[config.mk]
export PLATFORM = sky130hd
export DESIGN_NAME = writeback_arbiter
export DESIGN_NICKNAME = d
export VERILOG_FILES = /design/src/rtl/writeback_arbiter_pkg.sv /design/src/rtl/wb_load_fifo.sv /design/src/rtl/writeback_arbiter.sv
export SDC_FILE = /design/constraint.sdc
export NUM_CORES = 1
export LEC_CHECK = 0
export CORE_ASPECT_RATIO = 2
export CORE_MARGIN = 4
export CORE_UTILIZATION = 47
export DETAILED_ROUTE_END_ITERATION = 7
export PLACE_DENSITY_LB_ADDON = 0.1
export SLEW_MARGIN = 20
export SYNTH_ARGS = -nofsm -noshare
export SYNTH_HDL_FRONTEND = slang
export SYNTH_HIERARCHICAL = 1
export SYNTH_SLANG_ARGS = --single-unit
[constraint.sdc]
create_clock -name clk_i -period 6.1 [get_ports clk_i]
set_input_delay 0.61 -clock clk_i [delete_from_list [all_inputs] [get_ports clk_i]]
set_output_delay 0.61 -clock clk_i [all_outputs]
set_load 0.02 [all_outputs]
[src/rtl/writeback_arbiter_pkg.sv]
// Shared definitions for the write-back stage: load funct3 encodings, default
// pending-load depth, write source tags and the optional load extension helper.
package writeback_arbiter_pkg;

    localparam logic [2:0] F3_LB  = 3'b000;
    localparam logic [2:0] F3_LH  = 3'b001;
    localparam logic [2:0] F3_LW  = 3'b010;
    localparam logic [2:0] F3_LBU = 3'b100;
    localparam logic [2:0] F3_LHU = 3'b101;

    localparam int DEFAULT_LOAD_FIFO_DEPTH = 2;

    typedef enum logic [2:0] {
        SRC_NONE = 3'd0,
        SRC_ALU  = 3'd1,
        SRC_FIFO = 3'd2,
        SRC_LOAD = 3'd3,
        SRC_MD   = 3'd4
    } wb_src_e;

`ifdef WB_LOAD_EXTEND_EN
    function automatic logic [31:0] load_extend(input logic [31:0] word,
                                                input logic [2:0]  funct3,
                                                input logic [1:0]  offset);
        logic [7:0]  byte_sel;
        logic [15:0] half_sel;
        byte_sel = word[{offset, 3'b000} +: 8];
        half_sel = offset[1] ? word[31:16] : word[15:0];
        case (funct3)
            F3_LB:   load_extend = {{24{byte_sel[7]}}, byte_sel};
            F3_LH:   load_extend = {{16{half_sel[15]}}, half_sel};
            F3_LBU:  load_extend = {24'd0, byte_sel};
            F3_LHU:  load_extend = {16'd0, half_sel};
            default: load_extend = word;
        endcase
    endfunction
`endif

endpackage

[src/rtl/wb_load_fifo.sv]
// Pending-load buffer holding {rd, final data}; supports push and pop in the
// same cycle. A push while full is ignored unless a pop frees the head slot.
module wb_load_fifo #(
    parameter int DEPTH = 2,
    localparam int AW   = $clog2(DEPTH),
    localparam int CW   = AW + 1
) (
    input  logic          clk,
    input  logic          rst,
    input  logic          push,
    input  logic [4:0]    push_rd,
    input  logic [31:0]   push_data,
    input  logic          pop,
    output logic [4:0]    head_rd,
    output logic [31:0]   head_data,
    output logic [CW-1:0] count,
    output logic          full,
    output logic          empty
);

    logic [36:0]   mem [DEPTH];
    logic [AW-1:0] wr_ptr;
    logic [AW-1:0] rd_ptr;
    logic          do_push;
    logic          do_pop;

    assign empty     = (count == '0);
    assign full      = (count == CW'(DEPTH));
    assign do_pop    = pop && !empty;
    assign do_push   = push && (!full || do_pop);
    assign head_rd   = mem[rd_ptr][36:32];
    assign head_data = mem[rd_ptr][31:0];

    // Pointers wrap naturally because DEPTH is a power of two.
    always_ff @(posedge clk) begin
        if (rst) begin
            wr_ptr <= '0;
            rd_ptr <= '0;
            count  <= '0;
        end else begin
            if (do_push) wr_ptr <= wr_ptr + 1'b1;
            if (do_pop)  rd_ptr <= rd_ptr + 1'b1;
            count <= count + CW'(do_push) - CW'(do_pop);
        end
    end

    always_ff @(posedge clk) begin
        if (!rst && do_push) mem[wr_ptr] <= {push_rd, push_data};
    end

endmodule

[src/rtl/writeback_arbiter.sv]
// Write-back arbiter: ALU > pending load > bypassed fresh load > mul/div, one
// registered register-file write per cycle. Load extension under WB_LOAD_EXTEND_EN.
module writeback_arbiter
    import writeback_arbiter_pkg::*;
#(
    parameter int LOAD_FIFO_DEPTH = DEFAULT_LOAD_FIFO_DEPTH
) (
    input  logic        clk_i,
    input  logic        rst_i,
    input  logic        alu_valid_i,
    input  logic [4:0]  alu_rd_i,
    input  logic [31:0] alu_data_i,
    input  logic        load_valid_i,
    input  logic [4:0]  load_rd_i,
    input  logic [31:0] load_data_i,
    input  logic [2:0]  load_funct3_i,
    input  logic [1:0]  load_offset_i,
    input  logic        md_valid_i,
    input  logic [4:0]  md_rd_i,
    input  logic [31:0] md_data_i,
    output logic        md_ready_o,
    output logic        reg_write_wb_o,
    output logic [4:0]  reg_rd_wb_o,
    output logic [31:0] reg_rd_data_wb_o,
    output logic        stall_wb_o,
    output logic        overflow_err_o
);

    localparam int CW = $clog2(LOAD_FIFO_DEPTH) + 1;

    wb_src_e       src;
    logic [4:0]    win_rd;
    logic [31:0]   win_data;
    logic [31:0]   load_word;
    logic          fifo_push;
    logic          fifo_pop;
    logic          overflow_evt;
    logic [4:0]    head_rd;
    logic [31:0]   head_data;
    logic [CW-1:0] fifo_count;
    logic          fifo_full;
    logic          fifo_empty;

`ifdef WB_LOAD_EXTEND_EN
    assign load_word = load_extend(load_data_i, load_funct3_i, load_offset_i);
`else
    logic unused_load_sel;
    assign unused_load_sel = ^{load_funct3_i, load_offset_i};
    assign load_word       = load_data_i;
`endif

    always_comb begin
        src          = SRC_NONE;
        win_rd       = '0;
        win_data     = '0;
        fifo_pop     = 1'b0;
        fifo_push    = 1'b0;
        overflow_evt = 1'b0;
        if (!rst_i) begin
            if (alu_valid_i) begin
                src      = SRC_ALU;
                win_rd   = alu_rd_i;
                win_data = alu_data_i;
            end else if (!fifo_empty) begin
                src      = SRC_FIFO;
                win_rd   = head_rd;
                win_data = head_data;
                fifo_pop = 1'b1;
            end else if (load_valid_i) begin
                src      = SRC_LOAD;
                win_rd   = load_rd_i;
                win_data = load_word;
            end else if (md_valid_i) begin
                src      = SRC_MD;
                win_rd   = md_rd_i;
                win_data = md_data_i;
            end
            // A losing load must be buffered; it is lost only when no slot frees up.
            fifo_push    = load_valid_i && (src != SRC_LOAD);
            overflow_evt = fifo_push && fifo_full && !fifo_pop;
        end
    end

    assign md_ready_o = !rst_i && !alu_valid_i && fifo_empty && !load_valid_i;
    assign stall_wb_o = (fifo_count >= CW'(LOAD_FIFO_DEPTH - 1));

    wb_load_fifo #(.DEPTH(LOAD_FIFO_DEPTH)) u_load_fifo (
        .clk       (clk_i),
        .rst       (rst_i),
        .push      (fifo_push),
        .push_rd   (load_rd_i),
        .push_data (load_word),
        .pop       (fifo_pop),
        .head_rd   (head_rd),
        .head_data (head_data),
        .count     (fifo_count),
        .full      (fifo_full),
        .empty     (fifo_empty)
    );

    always_ff @(posedge clk_i) begin
        if (rst_i) begin
            reg_write_wb_o   <= 1'b0;
            reg_rd_wb_o      <= '0;
            reg_rd_data_wb_o <= '0;
            overflow_err_o   <= 1'b0;
        end else begin
            // x0 winners are consumed without a write strobe.
            reg_write_wb_o <= (src != SRC_NONE) && (win_rd != 5'd0);
            if (src != SRC_NONE) begin
                reg_rd_wb_o      <= win_rd;
                reg_rd_data_wb_o <= win_data;
            end
            if (overflow_evt) overflow_err_o <= 1'b1;
        end
    end

endmodule

Word level (Yosys, flattened, before mapping):

Memory sizes are Yosys's and may differ from the RTL's. A register that Yosys moved wholly into a read port is not among the register bits.
Index checks and enable logic that the tools add are counted.

* input port bits: 121
* memory bits (writable): 74
* memories: 1
* register bits after elaboration: 43
* output and inout port bits: 41
* word-level logic and storage cells: 60

Memories
* u_load_fifo.mem: depth 2, bits a word 37, rd ports 1, clocked after memory_dff 1, wr ports 1, RTL line wb_load_fifo.sv:21 `logic [36:0] mem [DEPTH];`

* reductions and logical operators: 20
* $lt $le $gt $ge: 1
* equality and inequality tests: 2
* muxes and demuxes: 25
* $add $sub $neg: 4

Operators by type and width (number)
* $mux W32: 4
* $mux W5: 5
* $mux W3: 6
* $logic_and A1 B1 Y1: 10
* $mux W1: 10
* $logic_not A1 Y1: 6
* $reduce_bool A5 Y1: 1
* $ne A3 B2 Y1 const B: 1
* $reduce_bool A3 Y1: 1
* $add A1 B1 Y1 const B: 2
* $add A2 B1 Y2: 1
* $eq A2 B2 Y1 const B: 1
* $ge A2 B1 Y1 const B: 1
* $logic_not A2 Y1: 1
* $sub A2 B1 Y2: 1
* $logic_or A1 B1 Y1: 1

Depth between registers and ports, before layout:

Gate-level depths: netlist of the first run.

* depth in word-level cells: 12
* gate-level depth with buffers: 11
* depth with buffers taken out: 9

Hierarchy:

Netlist of the first run, hierarchy kept.

By module, submodules not included
* wb_load_fifo: times used 1, cells each 147, seq. area each 2322.2 µm², area an instance 2955.3 µm²
* writeback_arbiter: times used 1, cells each 280, seq. area each 780.7 µm², area an instance 2209.6 µm²

Worst setup path before layout of the first run:

OpenSTA, ideal clock, no wires.

* kind: input to register
* start point: input port alu_valid_i
* end point: memory u_load_fifo.mem[1][0] (enable)
* data required time: 5.615 ns
* arrival time: 4.277 ns
* cell stages on the path: 5
* slack: 1.338 ns
* path buffers: 2
* setup time: 0.485 ns
* path through: buf_2 > buf_1 > nor3_1 > o21ai_2 > nor3b_1

* cells in the longest elaborated chain, start to end: 9
* elaborated cells between the ends (all ways): 14
* classes of those cells: eq/ne: 1; mux: 8; reduce/logical: 5

RTL lines
* start, declared: RTL line writeback_arbiter.sv:10 `input logic alu_valid_i,`
* $mux W1: RTL line writeback_arbiter.sv:60 `if (alu_valid_i) begin`
* $mux W1 (2 in a row): RTL line writeback_arbiter.sv:59 `if (!rst_i) begin`
* named net fifo_pop: RTL line writeback_arbiter.sv:36 `logic fifo_pop;`
* $logic_and A1 B1 Y1: RTL line wb_load_fifo.sv:29 `assign do_pop = pop && !empty;`
* $logic_or A1 B1 Y1: RTL line wb_load_fifo.sv:30 `assign do_push = push && (!full || do_pop);`
* $logic_and A1 B1 Y1: RTL line wb_load_fifo.sv:30
* $logic_and A1 B1 Y1: RTL line wb_load_fifo.sv:48 `if (!rst && do_push) mem[wr_ptr] <= {push_rd, push_data};`
* $mux W1: RTL line wb_load_fifo.sv:48
* $mux W1 (implied by the code): RTL line wb_load_fifo.sv:48
* end, declared: RTL line wb_load_fifo.sv:21

The timed path passes the listed nets, and every way through them passes these cells. The select of a mux whose other input is x is not followed.

Worst setup path in the final report of the first run:

* start point: input port alu_valid_i
* end point: output port md_ready_o

* cells in the longest elaborated chain, start to end: 4

RTL lines
* $logic_not A1 Y1: RTL line writeback_arbiter.sv:84 `assign md_ready_o = !rst_i && !alu_valid_i && fifo_empty && !load_valid_i;`
* $logic_and A1 B1 Y1 (3 in a row): RTL line writeback_arbiter.sv:84
* end, declared: RTL line writeback_arbiter.sv:21 `output logic md_ready_o,`

No other way between the ends.

==> flow_summary.toml, run 1 <==
[yosys]
async_reset_ff_frac = 0
synthDistinctLibCells = 39
ys_seq_area_frac = 0.601
syn_inst = 427
avgSynthCellArea_um2 = 12.1
synth_nets = 549
ys.flop_type = "edfxtp_1"
synth_warnings = 6
synth_seq_cells = 118
netlist_area_mm2 = 0.00516
synth_edf_count = 74

[power_and_ir_drop]
p_int_mw = 1.65
power.density_mw_per_mm2 = 286
leakagePower_nw = 2.57
p_clk_frac = 0.461
switching_power_mw = 0.448
seqPwrFrac = 0.423
swShare = 0.214
ir_drop_mv = 0.295
power_mw = 2.09
comb_power_share = 0.116

[grt]
grt_max_degree = 53
grt_pass1_wl_mm = 21.5
gr-total-overflow = 0
track_usage = 0.224
antenna_found_initial = 1
grt_pass1_vias = 4300

[setup_path]
r2r-end = "u_load_fifo/mem[1][1]"
crit_arrival_ns = 2.62
rrSetupSlack_ns = 2.89
worstSetupPathType = "input port to output pin"
endpoint_kind = "output pin"
r2r_cells = 6
crit_start = "alu_valid_i"
worstSetupEndpoint = "md_ready_o"
worstPathRequired_ns = 5.49
r2r_start = "u_load_fifo/count[1]"
cp_max_fo = 47
cp-start-kind = "input port"

[timing]
maxSlewHeadroom = 0.337
fin_crit_ns = 3.23
fmax_mhz = 310
setup_viol = 0
rsz0062_at_grt = "no"
worst_slew_pin_slew_ns = 0.989
setup_tns_ns = 0
maxSlewViolCount = 0
fin_skew_ns = 0.00718
min_period_over_period = 0.530
hold_viol_final = 0

[final_layout]
fillers = 825
final_cell_mix = "clkdlybuf4s50_1 (153), nor2_1 (75), edfxtp_1 (74), a221oi_1 (61), dfxtp_1 (43)"
nNetsFinal = 691
final_common_cell = "clkdlybuf4s50_1"
area_growth_pct = 41.8
final_util = 0.690
final_area_mm2 = 0.00733
drive_gt1_frac = 0.153

[clock_network]
htree_levels = 4
cts_setup_buffers = 0
cts_hold_buf = 0
clkTransAtPathRegs_ns = 0.05
cts-resized-gates = 0
cts_num_sinks = 118
clock_latency_ns = 0.40
cts_buffers = 17
cts_tree = "built"
clockBufferDepth = 2
cts-root-buf = "clkbuf_16"

[detailed_routing]
drt_pass1_iterations = 6
first_iter_violations = 230
wl_per_cell_um = 19.4
ant_nets = 0
drc = 0
via_per_inst = 5.65
vias = 4066
drt-total-wl_mm = 14.0

[status]
status = "finished, final reports clean"

[floorplanning]
die_h_um = 156
initial_core_util = 0.487
rows = 53
num_io_pins = 162
core_area_mm2 = 0.0106
die_area_mm2 = 0.0128
die_w_um = 82.1

[hold_path]
hold_depth = 2
hold_class = "flop to flop"
hold_start = "reg_rd_wb_o[0]"

[place]
place.gp.congestion = 0.809
dp_hpwl_mm = 8.94
io_buffer_count = 156
place_area_mm2 = 0.00673

[job]
cap_violations = 0
## synthesized netlist by cell type (3+ instances only)
library cell / count / area share
buf_6: 7 / 0.015
a221oi_2: 3 / 0.0087
nand2_1: 10 / 0.0073
buf_4: 4 / 0.0058
o21ai_0: 5 / 0.0048
nor2b_1: 5 / 0.0061
a22oi_1: 3 / 0.0044
nor3_1: 34 / 0.033
a21oi_1: 11 / 0.011
mux2_2: 37 / 0.081
buf_2: 4 / 0.0039
nor2_1: 76 / 0.055
edfxtp_1: 74 / 0.43
dfxtp_1: 44 / 0.17
a221oi_1: 61 / 0.10
clkbuf_1: 22 / 0.016
## power by group through the flow
stage          Combinational, mW  Clock, mW  Sequential [mW]
2_1_floorplan             0.0848          0            0.922
3_3_place_gp               0.239          0            0.899
3_5_place_dp               0.243          0            0.900
4_1_cts                    0.244      0.980            0.885
5_1_grt                    0.261       1.03            0.886
6_report                   0.243      0.966            0.885
## state kept, by name, indices dropped and copies added (netlist names), named ones only
name / count
u_load_fifo/rd_ptr: 1
u_load_fifo/mem: 74
u_load_fifo/count: 2
reg_write_wb_o: 1
overflow_err_o: 1
reg_rd_data_wb_o: 32
reg_rd_wb_o: 5
u_load_fifo/wr_ptr: 1
## how the worst min path moves through the flow
stage,slack (ns),endpoint
2_1_floorplan,0.47,flop
3_3_place_gp,0.44,reg_rd_wb_o[0]
3_5_place_dp,0.43,reg_rd_wb_o[0]
4_1_cts,0.44,reg_rd_wb_o[0]
5_1_grt,0.46,reg_rd_wb_o[0]
6_report,0.44,reg_rd_wb_o[0]
## metal layers
layer | global-route usage | wire length [um] | part of all wire | up-vias
li1 | - | - | - | 1936
met1 | 0.241 | 4990 | 0.36 | 1963
met2 | 0.408 | 7850 | 0.56 | 147
met3 | 0.0536 | 818 | 0.059 | 20
met4 | 0.0840 | 295 | 0.021 | 0
met5 | 0 | 0 | 0 | -
## stage by stage
step / cells / worst slack, ns / hold slack, ns
2_1_floorplan: 427 / 1.34 / 0.472
3_3_place_gp: 687 / 2.70 / 0.442
3_5_place_dp: 687 / 2.61 / 0.434
4_1_cts: 719 / 2.84 / 0.442
5_1_grt: 720 / 2.64 / 0.461
6_report: 720 / 2.87 / 0.441
## cell type report
class / instances / area, um2 / share of cell area
multi-input cells: 268 / 1860 / 0.254
flip-flops and latches: 118 / 3100 / 0.424
inverters: 3 / 11.3 / 0.00154
well taps: 137 / 171 / 0.0234
repair buffers: 161 / 1580 / 0.216
diodes: 1 / 2.50 / 0.000342
clock inverters: 7 / 63.8 / 0.00871
clock buffers: 25 / 528 / 0.0721
## worst max-delay path, cell delays in order
cell and delay, ns:
buf_2 0.70, buf_4 0.44, or3_4 0.24, nor2_1 0.05, clkdlybuf4s50_1 0.56
## cell families after synthesis
group / synth area share
buffers and inverters: 0.0438
adder cells (fa/ha/maj): 0.00242
multiplexers: 0.0858
AO/OA/AOI/OAI: 0.145
XOR/XNOR: 0.00339
flip-flops: 0.601
AND/OR/NAND/NOR: 0.119
No activity file was read; power rests on OpenSTA's default activity.
==> run 2: changes to the inputs <==
clock period = 3.1 ns   (was 6.1 ns; I/O delays follow)
==> flow_summary.toml, run 2 (synthesized netlist as in run 1, its figures left out) <==
[detailed_routing]
drc = 0
ant_nets = 0
drt-total-wl_mm = 14.2
via_per_inst = 5.63
wl_per_cell_um = 19.5
vias = 4091
drt_pass1_iterations = 4
first_iter_violations = 205

[final_layout]
final_util = 0.700
final_cell_mix = "clkdlybuf4s50_1 (153), nor2_1 (75), edfxtp_1 (74), a221oi_1 (61), dfxtp_1 (43)"
multi_input_area_mm2 = 0.00187
final_common_cell = "clkdlybuf4s50_1"
fillers = 788
fin_cells = 727
nNetsFinal = 698
final_area_mm2 = 0.00743
seqCellArea_mm2 = 0.00310
largest_reg_flops = 74
drive_gt1_frac = 0.165
biggestRegsByFlops = "u_load_fifo/mem x74, reg_rd_data_wb_o x32, reg_rd_wb_o x5"
top_register = "u_load_fifo/mem"
area_growth_pct = 43.8

[timing]
maxSlewViolCount = 0
fmax_mhz = 387
min_period_over_period = 0.834
postLayoutSetupSlackWorst_ns = 0.515
hold_ws_ns = 0.350
worst_slew_pin_slew_ns = 0.678
setup_viol = 0
fin_crit_ns = 2.59
fin_skew_ns = 0.0124
hold_viol_final = 0
rsz0062_at_grt = "no"
maxSlewHeadroom = 0.548
setup_tns_ns = 0

[setup_path]
crit_arrival_ns = 2.28
cp_max_fo = 16
endpoint_kind = "output pin"
cp-start-kind = "flop"
worstPathRequired_ns = 2.79
worstSetupPathType = "flop to output pin"

[clock_network]
cts-root-buf = "clkbuf_16"
cts_num_sinks = 118
clockBufferDepth = 2
cts_setup_buffers = 0
cts-resized-gates = 0
clkTransAtPathRegs_ns = 0.05
cts_tree = "built"
htree_levels = 4
clock_latency_ns = 0.40
cts_buffers = 17
cts_hold_buf = 0

[floorplanning]
core_area_mm2 = 0.0106
die_w_um = 82.1
die_area_mm2 = 0.0128
initial_core_util = 0.487
rows = 53
num_io_pins = 162
die_h_um = 156

[place]
place_area_mm2 = 0.00681
placed_cells = 694
io_buffer_count = 156
pre_cts_ws_ns = 0.642
place.gp.congestion = 0.873
dp_hpwl_mm = 9.71

[hold_path]
hold_class = "input port to flop"

[grt]
grt_pass1_vias = 4395
gr-total-overflow = 0
grt_max_degree = 44
antenna_found_initial = 1
track_usage = 0.229
grt_pass1_wl_mm = 22.0

[power_and_ir_drop]
ir_drop_mv = 0.435
leakagePower_nw = 2.62
power_mw = 4.21
power.density_mw_per_mm2 = 566

[status]
status = "finished, final reports clean"

[job]
cap_violations = 0
-- run 2: metal layers --
metal | routed length, um | track usage
met4 | 246 | 0.0864
met3 | 719 | 0.0524
met1 | 5050 | 0.241
met2 | 8180 | 0.426
met5 | 0 | 0
-- run 2: worst paths after layout --
path	start	end	slack (ns)	cells after the start
worst max register to register	u_load_fifo/count[1]	u_load_fifo/count[1]	0.63	10
worst min-delay path	rst_i	reg_rd_data_wb_o[3]	0.35	2
worst min register to register	reg_rd_wb_o[0]	reg_rd_wb_o[0]	0.46	2
worst max-delay path	u_load_fifo/count[1]	md_ready_o	0.51	5
-- run 2: layout make-up --
type | instances | share of cell area
tap | 137 | 0.0231
sequential | 118 | 0.418
clock inverter | 7 | 0.0121
timing repair buffer | 168 | 0.222
antenna | 1 | 0.000337
multi-input combinational | 268 | 0.252
clock buffer | 25 | 0.0709
inverter | 3 | 0.00152
-- run 2: power by group --
| part | switching (mW) | leakage, nW | total, mW | internal, mW |
|---|---|---|---|---|
| sequential | 0.0230 | 1.03 | 1.74 | 1.72 |
| combinational | 0.217 | 1.29 | 0.484 | 0.267 |
| clock | 0.648 | 0.300 | 1.98 | 1.33 |
| total | 0.887 | 2.62 | 4.21 | 3.32 |
-- run 2: worst max-delay path, stage by stage, from the launching register on --
cell,delay [ns]
dfxtp_1,0.39
nor2_4,0.15
inv_2,0.15
or3_4,0.47
nor2_1,0.10
clkdlybuf4s50_1,0.61
